## src/rtl/id_ex_reg.sv

```systemverilog
// ID/EX pipeline register with load-use hazard detection and bubble insertion.
// Optional build macro ID_EX_PERF_EN adds a saturating load-use bubble counter.
module id_ex_reg #(
    parameter int DATA_WIDTH = 64,
    parameter int REG_ADDR_W = 5
) (
    input  logic                  clk,
    input  logic                  reset,
    input  logic                  flush,
    input  logic                  stall_in,
    input  logic                  id_valid,
    input  logic [1:0]            id_jump,
    input  logic                  id_branch,
    input  logic                  id_mem_read,
    input  logic                  id_mem_to_reg,
    input  logic                  id_mem_write,
    input  logic                  id_alu_src,
    input  logic                  id_reg_write,
    input  logic [1:0]            id_alu_op,
    input  logic [2:0]            id_funct3,
    input  logic [6:0]            id_funct7,
    input  logic [DATA_WIDTH-1:0] id_pc,
    input  logic [DATA_WIDTH-1:0] id_rs1_data,
    input  logic [DATA_WIDTH-1:0] id_rs2_data,
    input  logic [DATA_WIDTH-1:0] id_imm,
    input  logic [REG_ADDR_W-1:0] id_rs1,
    input  logic [REG_ADDR_W-1:0] id_rs2,
    input  logic [REG_ADDR_W-1:0] id_rd,
    output logic                  ex_valid,
    output logic [1:0]            ex_jump,
    output logic                  ex_branch,
    output logic                  ex_mem_read,
    output logic                  ex_mem_to_reg,
    output logic                  ex_mem_write,
    output logic                  ex_alu_src,
    output logic                  ex_reg_write,
    output logic [1:0]            ex_alu_op,
    output logic [2:0]            ex_funct3,
    output logic [6:0]            ex_funct7,
    output logic [DATA_WIDTH-1:0] ex_pc,
    output logic [DATA_WIDTH-1:0] ex_rs1_data,
    output logic [DATA_WIDTH-1:0] ex_rs2_data,
    output logic [DATA_WIDTH-1:0] ex_imm,
    output logic [REG_ADDR_W-1:0] ex_rs1,
    output logic [REG_ADDR_W-1:0] ex_rs2,
    output logic [REG_ADDR_W-1:0] ex_rd,
    output logic                  load_use_stall,
    output logic [31:0]           bubble_count
);

    logic use_rs1;
    logic use_rs2;
    logic hazard;

    // JAL reads no registers; only non-jump R-type, branches and stores read rs2.
    assign use_rs1 = (id_jump != 2'b01);
    assign use_rs2 = (id_jump == 2'b00) && (!id_alu_src || id_mem_write);

    assign hazard = id_valid && ex_valid && ex_mem_read && (ex_rd != '0)
                    && ((use_rs1 && (id_rs1 == ex_rd)) || (use_rs2 && (id_rs2 == ex_rd)))
                    && !flush;

    assign load_use_stall = hazard;

    always_ff @(posedge clk) begin
        if (reset || flush || (!stall_in && hazard)) begin
            ex_valid      <= 1'b0;
            ex_jump       <= '0;
            ex_branch     <= 1'b0;
            ex_mem_read   <= 1'b0;
            ex_mem_to_reg <= 1'b0;
            ex_mem_write  <= 1'b0;
            ex_alu_src    <= 1'b0;
            ex_reg_write  <= 1'b0;
            ex_alu_op     <= '0;
            ex_funct3     <= '0;
            ex_funct7     <= '0;
            ex_pc         <= '0;
            ex_rs1_data   <= '0;
            ex_rs2_data   <= '0;
            ex_imm        <= '0;
            ex_rs1        <= '0;
            ex_rs2        <= '0;
            ex_rd         <= '0;
        end else if (!stall_in) begin
            ex_valid      <= id_valid;
            ex_jump       <= id_jump;
            ex_branch     <= id_branch;
            ex_mem_read   <= id_mem_read;
            ex_mem_to_reg <= id_mem_to_reg;
            ex_mem_write  <= id_mem_write;
            ex_alu_src    <= id_alu_src;
            ex_reg_write  <= id_reg_write;
            ex_alu_op     <= id_alu_op;
            ex_funct3     <= id_funct3;
            ex_funct7     <= id_funct7;
            ex_pc         <= id_pc;
            ex_rs1_data   <= id_rs1_data;
            ex_rs2_data   <= id_rs2_data;
            ex_imm        <= id_imm;
            ex_rs1        <= id_rs1;
            ex_rs2        <= id_rs2;
            ex_rd         <= id_rd;
        end
    end

`ifdef ID_EX_PERF_EN
    logic [31:0] bubble_cnt;

    // hazard already excludes flush; stall_in suppresses the bubble load.
    always_ff @(posedge clk) begin
        if (reset) begin
            bubble_cnt <= '0;
        end else if (hazard && !stall_in && (bubble_cnt != 32'hFFFF_FFFF)) begin
            bubble_cnt <= bubble_cnt + 32'd1;
        end
    end

    assign bubble_count = bubble_cnt;
`else
    assign bubble_count = 32'h0;
`endif

endmodule
```

## config.mk

```make
export PLATFORM = sky130hd
export DESIGN_NAME = id_ex_reg
export DESIGN_NICKNAME = d
export VERILOG_FILES = /design/src/rtl/id_ex_reg.sv
export SDC_FILE = /design/constraint.sdc
export NUM_CORES = 1
export LEC_CHECK = 0
export ABC_AREA = 1
export CORE_AREA = 3 3 242 244
export DETAILED_ROUTE_END_ITERATION = 10
export DIE_AREA = 0 0 245 247
export PLACE_DENSITY = 0.51
export SYNTH_ARGS = -nofsm -noshare
export SYNTH_HDL_FRONTEND = slang
export SYNTH_SLANG_ARGS = --single-unit
```

## constraint.sdc

```tcl
create_clock -name clk -period 2.6 [get_ports clk]
set_input_delay 0.39 -clock clk [delete_from_list [all_inputs] [get_ports clk]]
set_output_delay 0.39 -clock clk [all_outputs]
set_load 0.01 [all_outputs]
```

==> impl_metrics.env, run 1 <==
export IMPL_power_mw=11.16
export IMPL_rrSetupSlack_ns=0.58
export IMPL_fin_nets=1941
export IMPL_timing_rr_end="ex_pc[51]"
export IMPL_placed_area_mm2=0.01749
export IMPL_critPathSlowestCell="dfxtp_1"
export IMPL_die_x_um=245
export IMPL_dr_pass1_iters=4
export IMPL_endpoint_kind="output pin"
export IMPL_clk_transition_reported_paths_ns=0.05
export IMPL_r2r_start="ex_rd[4]"
export IMPL_die_area_mm2=0.06052
export IMPL_worst_hold_path_endpoint="ex_rs2_data[44]"
export IMPL_cts_tree="yes"
export IMPL_synth_cells=1056
export IMPL_min_from="stall_in"
export IMPL_critPathMaxStageDelay_ns=0.40
export IMPL_start_util=0.1903
export IMPL_drc=0
export IMPL_skew_ns=0.01298
export IMPL_finalMaxSlewViolations=0
export IMPL_vias_per_cell=3.789
export IMPL_numClockSinks=292
export IMPL_fp_dieH_um=247
export IMPL_final_cell_mix="clkdlybuf4s50_1, nor2_1, dfxtp_1"
export IMPL_grt_pass1_wl_mm=57.45
export IMPL_detail_route_antenna_nets=0
export IMPL_status="completed"
export IMPL_ir_worst_vdd_uv=493.7
export IMPL_antenna_found_initial=1
export IMPL_grt_pass1_vias=9353
export IMPL_root_buffer="clkbuf_16"
export IMPL_overflow=0
export IMPL_cp_arrival_ns=2.02
export IMPL_fin_crit_sh=0.9264
export IMPL_r2r_cells=11
export IMPL_totalWireLength_mm=39.47
export IMPL_start_kind="register"
export IMPL_drive_gt1_frac=0.05216
export IMPL_cp_required_ns=2.21
export IMPL_finalCriticalPeriod_ns=2.409
export IMPL_path_max_fanout=5
export IMPL_syn_area_mm2=0.01075
export IMPL_avgSynthCellArea_um2=10.18
export IMPL_design_area_mm2=0.01866
export IMPL_initialDrtViolationCount=207
export IMPL_ys_seq_area_frac=0.5438
export IMPL_finalSetupViolCount=0
export IMPL_io_pin_count=621
export IMPL_ys_ff_latch=292
export IMPL_cellPowerDensity_mw_per_mm2=598.1
export IMPL_clock_fmax_mhz=415.2
export IMPL_leakagePower_nw=7.735
export IMPL_fillers=5796
export IMPL_dpl_hpwl_mm=30.73
export IMPL_io_buffers=588
export IMPL_ys_warnings_count=0
export IMPL_final_common_cell="clkdlybuf4s50_1"
export IMPL_worst_path_most_repeated_cell="nand2_1"
export IMPL_hold_viol=0
export IMPL_postCtsSetupRepairBufs=0
export IMPL_place_congestion=0.7830
export IMPL_h_tree_depth=2
export IMPL_worstHoldPathCells=3
export IMPL_worst_setup_path_type="reg2out"
export IMPL_core_rowCount=87
export IMPL_grt_max_degree=45
export IMPL_hold_worst_slack_ns=0.3905
export IMPL_hold_path_class="in2reg"
export IMPL_multi_input_area_mm2=0.004339
export IMPL_wl_per_cell_um=16.28
export IMPL_areaGrowthSynthToFinish_pct=73.59
export IMPL_cts_buffer_depth=3
export IMPL_drv_cap=0
export IMPL_groute_usage_overall=0.1232
export IMPL_cts_buffers=36
export IMPL_clock_latency_ns=0.52
export IMPL_crit_chain="inv_1, nand2_1, nand2_1, nor2_1, nand3_1, a21oi_1, dlygate4sd2_1"
export IMPL_synth_cell_types=15
export IMPL_rsz0062_at_grt="false"
export IMPL_seqCellArea_mm2=0.005846
export IMPL_vias=9188
export IMPL_tns_ns=0
export IMPL_core_mm2=0.05650
## stage by stage
stage / utilization / worst slack (ns) / instances
final: 0.3303 / 0.1914 / 2425
after global routing: 0.3302 / 0.05015 / 2424
after CTS: 0.3302 / 0.08922 / 2424
after detailed placement: 0.3096 / -0.03736 / 2363
after global placement: 0.3096 / -0.05140 / 2363
after floorplan: - / 1.151 / 1087
## what timing repair did
action | in CTS | in global routing
resized for setup | 1 | 0
hold buffers | 0 | 0
endpoints found under the setup margin | 1 | 0
## worst max-delay path: cells and delay by family (launching register included)
kind                   cells  cell delay (ns)
AOI/OAI and AO/OA          1             0.14
DFF                        1             0.40
buffers and inverters      2             0.47
and+or+nand+nor            4             0.49
## cells by family (layout without fill, tap and decap cells)
| family | after synthesis | in the layout | synth area share |
|---|---|---|---|
| buf+inv | 116 | 697 | 0.06402 |
| other cells | 1 | 33 | 0.0003489 |
| compound gates | 12 | 12 | 0.005587 |
| flops | 292 | 292 | 0.5438 |
| simple gates | 354 | 354 | 0.1245 |
| mux | 281 | 281 | 0.2617 |
## cell type report
class,count,share of cell area
clock inverters,9,0.006773
multi-input cells,679,0.2325
diodes,1,0.0001341
clock buffers,52,0.05586
well taps,756,0.05069
flip-flops and latches,292,0.3133
repair buffers,618,0.3371
inverters,18,0.003621
## Yosys cell counts
| library cell | instances | area share |
|---|---|---|
| a21oi_1 | 12 | 0.0056 |
| buf_4 | 55 | 0.038 |
| nand2_1 | 36 | 0.013 |
| nor3b_1 | 1 | 0.00070 |
| clkbuf_1 | 5 | 0.0017 |
| mux2i_1 | 281 | 0.26 |
| conb_1 | 1 | 0.00035 |
| buf_1 | 1 | 0.00035 |
| nor3_1 | 1 | 0.00047 |
| buf_2 | 37 | 0.017 |
| nor2_1 | 312 | 0.11 |
| inv_1 | 15 | 0.0052 |
| inv_2 | 3 | 0.0010 |
| dfxtp_1 | 292 | 0.54 |
| nand3_1 | 4 | 0.0019 |
## how the worst max path moves through the flow
stage | startpoint | to | slack (ns) | cells past startpoint
after global placement | id_jump[0] | load_use_stall | -0.05 | 7
after CTS | ex_rd[4] | load_use_stall | 0.09 | 7
final | ex_rd[4] | load_use_stall | 0.19 | 7
after detailed placement | id_jump[1] | load_use_stall | -0.04 | 7
after floorplan | ex_rd[4] | ex_alu_op[0] | 1.15 | 11
after global routing | ex_rd[4] | load_use_stall | 0.05 | 7
## report_power, final
part,internal (mW),total (mW),switching (mW)
Clock,3.07,4.96,1.89
Combinational,0.907,1.50,0.589
Sequential,4.63,4.71,0.0817
## routing by layer
layer,GRT usage,vias up,share of wire
li1,-,4566,-
met1,0.1317,4191,0.38
met2,0.2222,379,0.50
met3,0.05086,52,0.10
met4,0.03664,0,0.022
met5,0,-,0
Power figures use the tool's default switching activity.
==> run 2, diff against run 1 <==
Settings changed: CTS_CLUSTER_DIAMETER from default to 60.
==> impl_metrics.env, run 2 (synthesis results as in run 1) <==
export IMPL_dr_pass1_iters=4
export IMPL_clock_fmax_mhz=414.8
export IMPL_cp_arrival_ns=2.02
export IMPL_place_ws_ns=-0.03736
export IMPL_io_buffers=588
export IMPL_io_pin_count=621
export IMPL_setup_ws_ns=0.1894
export IMPL_overflow=0
export IMPL_cts_buffers=38
export IMPL_tns_ns=0
export IMPL_cts_tree="yes"
export IMPL_multi_input_area_mm2=0.004339
export IMPL_numClockSinks=292
export IMPL_finalCriticalPeriod_ns=2.411
export IMPL_place_congestion=0.7830
export IMPL_path_max_fanout=5
export IMPL_seqCellArea_mm2=0.005846
export IMPL_grt_max_degree=45
export IMPL_initialDrtViolationCount=203
export IMPL_start_kind="register"
export IMPL_worst_path_most_repeated_cell="nand2_1"
export IMPL_antenna_found_initial=1
export IMPL_vias_per_cell=3.773
export IMPL_drv_cap=0
export IMPL_clk_transition_reported_paths_ns=0.06
export IMPL_finalSetupViolCount=0
export IMPL_groute_usage_overall=0.1235
export IMPL_dpl_hpwl_mm=30.73
export IMPL_root_buffer="clkbuf_16"
export IMPL_fp_dieH_um=247
export IMPL_areaGrowthSynthToFinish_pct=73.68
export IMPL_crit_chain="inv_1, nand2_1, nand2_1, nor2_1, nand3_1, a21oi_1, dlygate4sd2_1"
export IMPL_fin_crit_sh=0.9271
export IMPL_worst_hold_path_endpoint="ex_rs2_data[44]"
export IMPL_worst_setup_path_type="reg2out"
export IMPL_die_area_mm2=0.06052
export IMPL_r2r_start="ex_rd[4]"
export IMPL_ir_worst_vdd_uv=364.7
export IMPL_critPathMaxStageDelay_ns=0.40
export IMPL_r2r_cells=11
export IMPL_final_cell_mix="clkdlybuf4s50_1, nor2_1, dfxtp_1"
export IMPL_die_x_um=245
export IMPL_cts_buffer_depth=3
export IMPL_finalMaxSlewViolations=0
export IMPL_leakagePower_nw=7.748
export IMPL_totalWireLength_mm=39.46
export IMPL_drc=0
export IMPL_post_route_util=0.3305
export IMPL_cellPowerDensity_mw_per_mm2=596.1
export IMPL_grt_pass1_vias=9362
export IMPL_final_cells=2428
export IMPL_power_mw=11.13
export IMPL_final_common_cell="clkdlybuf4s50_1"
export IMPL_grt_pass1_wl_mm=57.62
export IMPL_timing_rr_end="ex_imm[51]"
export IMPL_dp_cells=2363
export IMPL_core_rowCount=87
export IMPL_core_mm2=0.05650
export IMPL_rrSetupSlack_ns=0.58
export IMPL_fin_nets=1943
export IMPL_critPathSlowestCell="dfxtp_1"
export IMPL_skew_ns=0.01111
export IMPL_placed_area_mm2=0.01749
export IMPL_cp_required_ns=2.21
export IMPL_clock_latency_ns=0.53
export IMPL_rsz0062_at_grt="false"
export IMPL_h_tree_depth=2
export IMPL_detail_route_antenna_nets=0
export IMPL_vias=9161
export IMPL_hold_worst_slack_ns=0.3871
export IMPL_status="completed"
export IMPL_fillers=5814
export IMPL_hold_viol=0
export IMPL_hold_path_class="in2reg"
export IMPL_start_util=0.1903
export IMPL_design_area_mm2=0.01867
export IMPL_drive_gt1_frac=0.05506
export IMPL_worstHoldPathCells=3
export IMPL_endpoint_kind="output pin"
export IMPL_min_from="stall_in"
export IMPL_wl_per_cell_um=16.25
==> run 2: routing by layer <==
metal	up-vias	global-route usage	wire, µm
li1	4569	-	-
met1	4153	0.1340	15040
met2	382	0.2212	19620
met3	57	0.04880	3883
met4	0	0.03803	927
met5	-	0	0
==> run 2: where the power goes <==
part           internal, mW  total (mW)  switching (mW)
Clock                  2.97        4.93            1.95
Combinational         0.907        1.50           0.589
Sequential             4.63        4.71          0.0813
==> run 2: critical path, delay by kind of cell (launching register included) <==
kind,cells,cell delay (ns)
DFF,1,0.40
buffers and inverters,2,0.47
AOI/OAI and AO/OA,1,0.13
and+or+nand+nor,4,0.49
==> run 2: worst max path at each step <==
| stage | start | endpoint | slack [ns] | depth (start not counted) |
|---|---|---|---|---|
| after global placement | id_jump[0] | load_use_stall | -0.05 | 7 |
| after global routing | ex_rd[4] | load_use_stall | 0.04 | 7 |
| after floorplan | ex_rd[4] | ex_alu_op[0] | 1.15 | 11 |
| final | ex_rd[4] | load_use_stall | 0.19 | 7 |
| after CTS | ex_rd[4] | load_use_stall | 0.09 | 7 |
| after detailed placement | id_jump[1] | load_use_stall | -0.04 | 7 |
==> run 2: cell type report <==
type,instances,share of cell area
timing repair buffer,618,0.3369
sequential,292,0.3131
multi-input combinational,679,0.2324
clock buffer,54,0.05958
tap,756,0.05067
inverter,18,0.003619
clock inverter,10,0.003552
antenna,1,0.0001340
==> run 2: what timing repair did <==
| action | in CTS | in global routing |
|---|---|---|
| setup buffers | 0 | 0 |
| gates resized for setup | 1 | 0 |
| hold buffers | 0 | 0 |
| setup endpoints to repair | 1 | 0 |
==> run 3, diff against run 2 <==
Settings changed: GPL_TIMING_DRIVEN from default to 0.
==> impl_metrics.env, run 3 (synthesis results as in run 1) <==
export IMPL_critPathMaxStageDelay_ns=0.40
export IMPL_worst_pin_slew_ns=1.175
export IMPL_grt_pass1_vias=9856
export IMPL_start_kind="register"
export IMPL_cts_hold_buffers_added=0
export IMPL_dr_pass1_iters=4
export IMPL_endpoint_kind="output pin"
export IMPL_intPower_mw=8.795
export IMPL_finalCriticalPeriod_ns=2.324
export IMPL_min_from="id_pc[22]"
export IMPL_seqCellArea_mm2=0.005846
export IMPL_status="completed"
export IMPL_power_frac_seq=0.408
export IMPL_cp_arrival_ns=1.93
export IMPL_core_rowCount=87
export IMPL_grt_max_degree=12
export IMPL_totalWireLength_mm=44.20
export IMPL_start_util=0.1903
export IMPL_cts_buffers=40
export IMPL_grt_pass1_wl_mm=63.47
export IMPL_worst_setup_path_type="reg2out"
export IMPL_critPathLaunch="ex_rd[4]"
export IMPL_multi_input_area_mm2=0.004337
export IMPL_skew_ns=0.01174
export IMPL_drv_cap=0
export IMPL_hold_viol=0
export IMPL_power_frac_comb=0.134
export IMPL_post_route_util=0.3360
export IMPL_drive_gt1_frac=0.09065
export IMPL_path_max_fanout=5
export IMPL_clock_fmax_mhz=430.4
export IMPL_rsz0062_at_grt="false"
export IMPL_crit_chain="inv_1, nand2_1, nand2_1, nor2_1, nand3_1, a21oi_1, dlygate4sd2_1"
export IMPL_p_switching_mw=2.747
export IMPL_detail_route_antenna_nets=0
export IMPL_io_pin_count=621
export IMPL_wl_per_cell_um=17.67
export IMPL_areaGrowthSynthToFinish_pct=76.59
export IMPL_tns_ns=0
export IMPL_final_common_cell="clkdlybuf4s50_1"
export IMPL_leakagePower_nw=7.998
export IMPL_fin_crit_sh=0.8937
export IMPL_clk_transition_reported_paths_ns=0.06
export IMPL_cellPowerDensity_mw_per_mm2=608.1
export IMPL_power_mw=11.54
export IMPL_groute_usage_overall=0.1392
export IMPL_cts_tree="yes"
export IMPL_clkPwrFrac=0.458
export IMPL_fin_nets=2012
export IMPL_fp_dieH_um=247
export IMPL_ir_worst_vdd_uv=431.0
export IMPL_h_tree_depth=2
export IMPL_vias=9509
export IMPL_antenna_found_initial=4
export IMPL_setup_ws_ns=0.2763
export IMPL_drc=0
export IMPL_critPathSlowestCell="dfxtp_1"
export IMPL_fillers=5818
export IMPL_die_x_um=245
export IMPL_cp_required_ns=2.21
export IMPL_place_congestion=0.7861
export IMPL_place_ws_ns=-0.03757
export IMPL_cp_num_buf_inv=2
export IMPL_vias_per_cell=3.801
export IMPL_maxSlewHeadroom=0.2168
export IMPL_cts_buffer_depth=3
export IMPL_initialDrtViolationCount=189
export IMPL_swShare=0.2380
export IMPL_postCtsSetupRepairBufs=0
export IMPL_r2r_start="ex_rd[4]"
export IMPL_hold_path_class="in2reg"
export IMPL_core_mm2=0.05650
export IMPL_finalMaxSlewViolations=0
export IMPL_finalSetupViolCount=0
export IMPL_overflow=0
export IMPL_final_cell_mix="clkdlybuf4s50_1, nor2_1, dfxtp_1"
export IMPL_dpl_hpwl_mm=35.20
export IMPL_die_area_mm2=0.06052
export IMPL_critPathTopFamily="buffers and inverters"
export IMPL_numClockSinks=292
export IMPL_root_buffer="clkbuf_16"
export IMPL_worst_path_most_repeated_cell="nand2_1"
export IMPL_clock_latency_ns=0.53
export IMPL_io_buffers=587
[run 3: power by group through the flow]
stage          clock [mW]  combinational (mW)  sequential, mW
2_1_floorplan           0               0.566            4.86
3_3_place_gp            0                1.56            4.80
3_5_place_dp            0                1.57            4.80
4_1_cts              5.54                1.58            4.71
5_1_grt              5.71                1.67            4.72
6_report             5.29                1.55            4.71
[run 3: per-layer routing]
| metal | routed length, µm | global-route usage | vias up | part of all wire |
|---|---|---|---|---|
| li1 | - | - | 4714 | - |
| met1 | 16680 | 0.1457 | 4323 | 0.38 |
| met4 | 1158 | 0.04585 | 0 | 0.026 |
| met5 | 0 | 0 | - | 0 |
| met3 | 4271 | 0.05715 | 70 | 0.097 |
| met2 | 22100 | 0.2529 | 402 | 0.50 |
[run 3: cell type report]
| class | instances | area share |
|---|---|---|
| clock buffers | 57 | 0.06196 |
| well taps | 756 | 0.04983 |
| multi-input cells | 679 | 0.2285 |
| diodes | 3 | 0.0003955 |
| plain buffers | 98 | 0.03269 |
| inverters | 18 | 0.003559 |
| repair buffers | 587 | 0.3095 |
| clock inverters | 12 | 0.005669 |
| flip-flops and latches | 292 | 0.3080 |
[run 3: worst paths after layout]
kind | cells after the start | slack (ns) | endpoint
hold / removal | 3 | 0.47 | ex_pc[22]
setup reg to reg | 11 | 0.59 | ex_imm[50]
setup / recovery | 7 | 0.28 | load_use_stall
hold reg to reg | 2 | 0.50 | ex_rs2_data[22]
[run 3: repair_timing]
action | CTS | global route
endpoints found under the hold margin | 0 | 0
endpoints found under the setup margin | 1 | 0
resized for setup | 2 | 0
[run 3: per-stage QoR]
stage	instances	instance area [µm²]	hold WS, ns
after floorplan	1087	10870	0.5419
after detailed placement	2430	17690	0.4981
after CTS	2499	18970	0.4196
after global placement	2430	17690	0.4866
after global routing	2499	18970	0.4371
final	2502	18980	0.4684
[run 3: worst register-to-register path, delay by kind of cell, from the launching register on]
kind | cells | cell delay, ns
buffers and inverters | 3 | 0.68
flip-flops | 1 | 0.40
AND/OR/NAND/NOR | 8 | 0.81
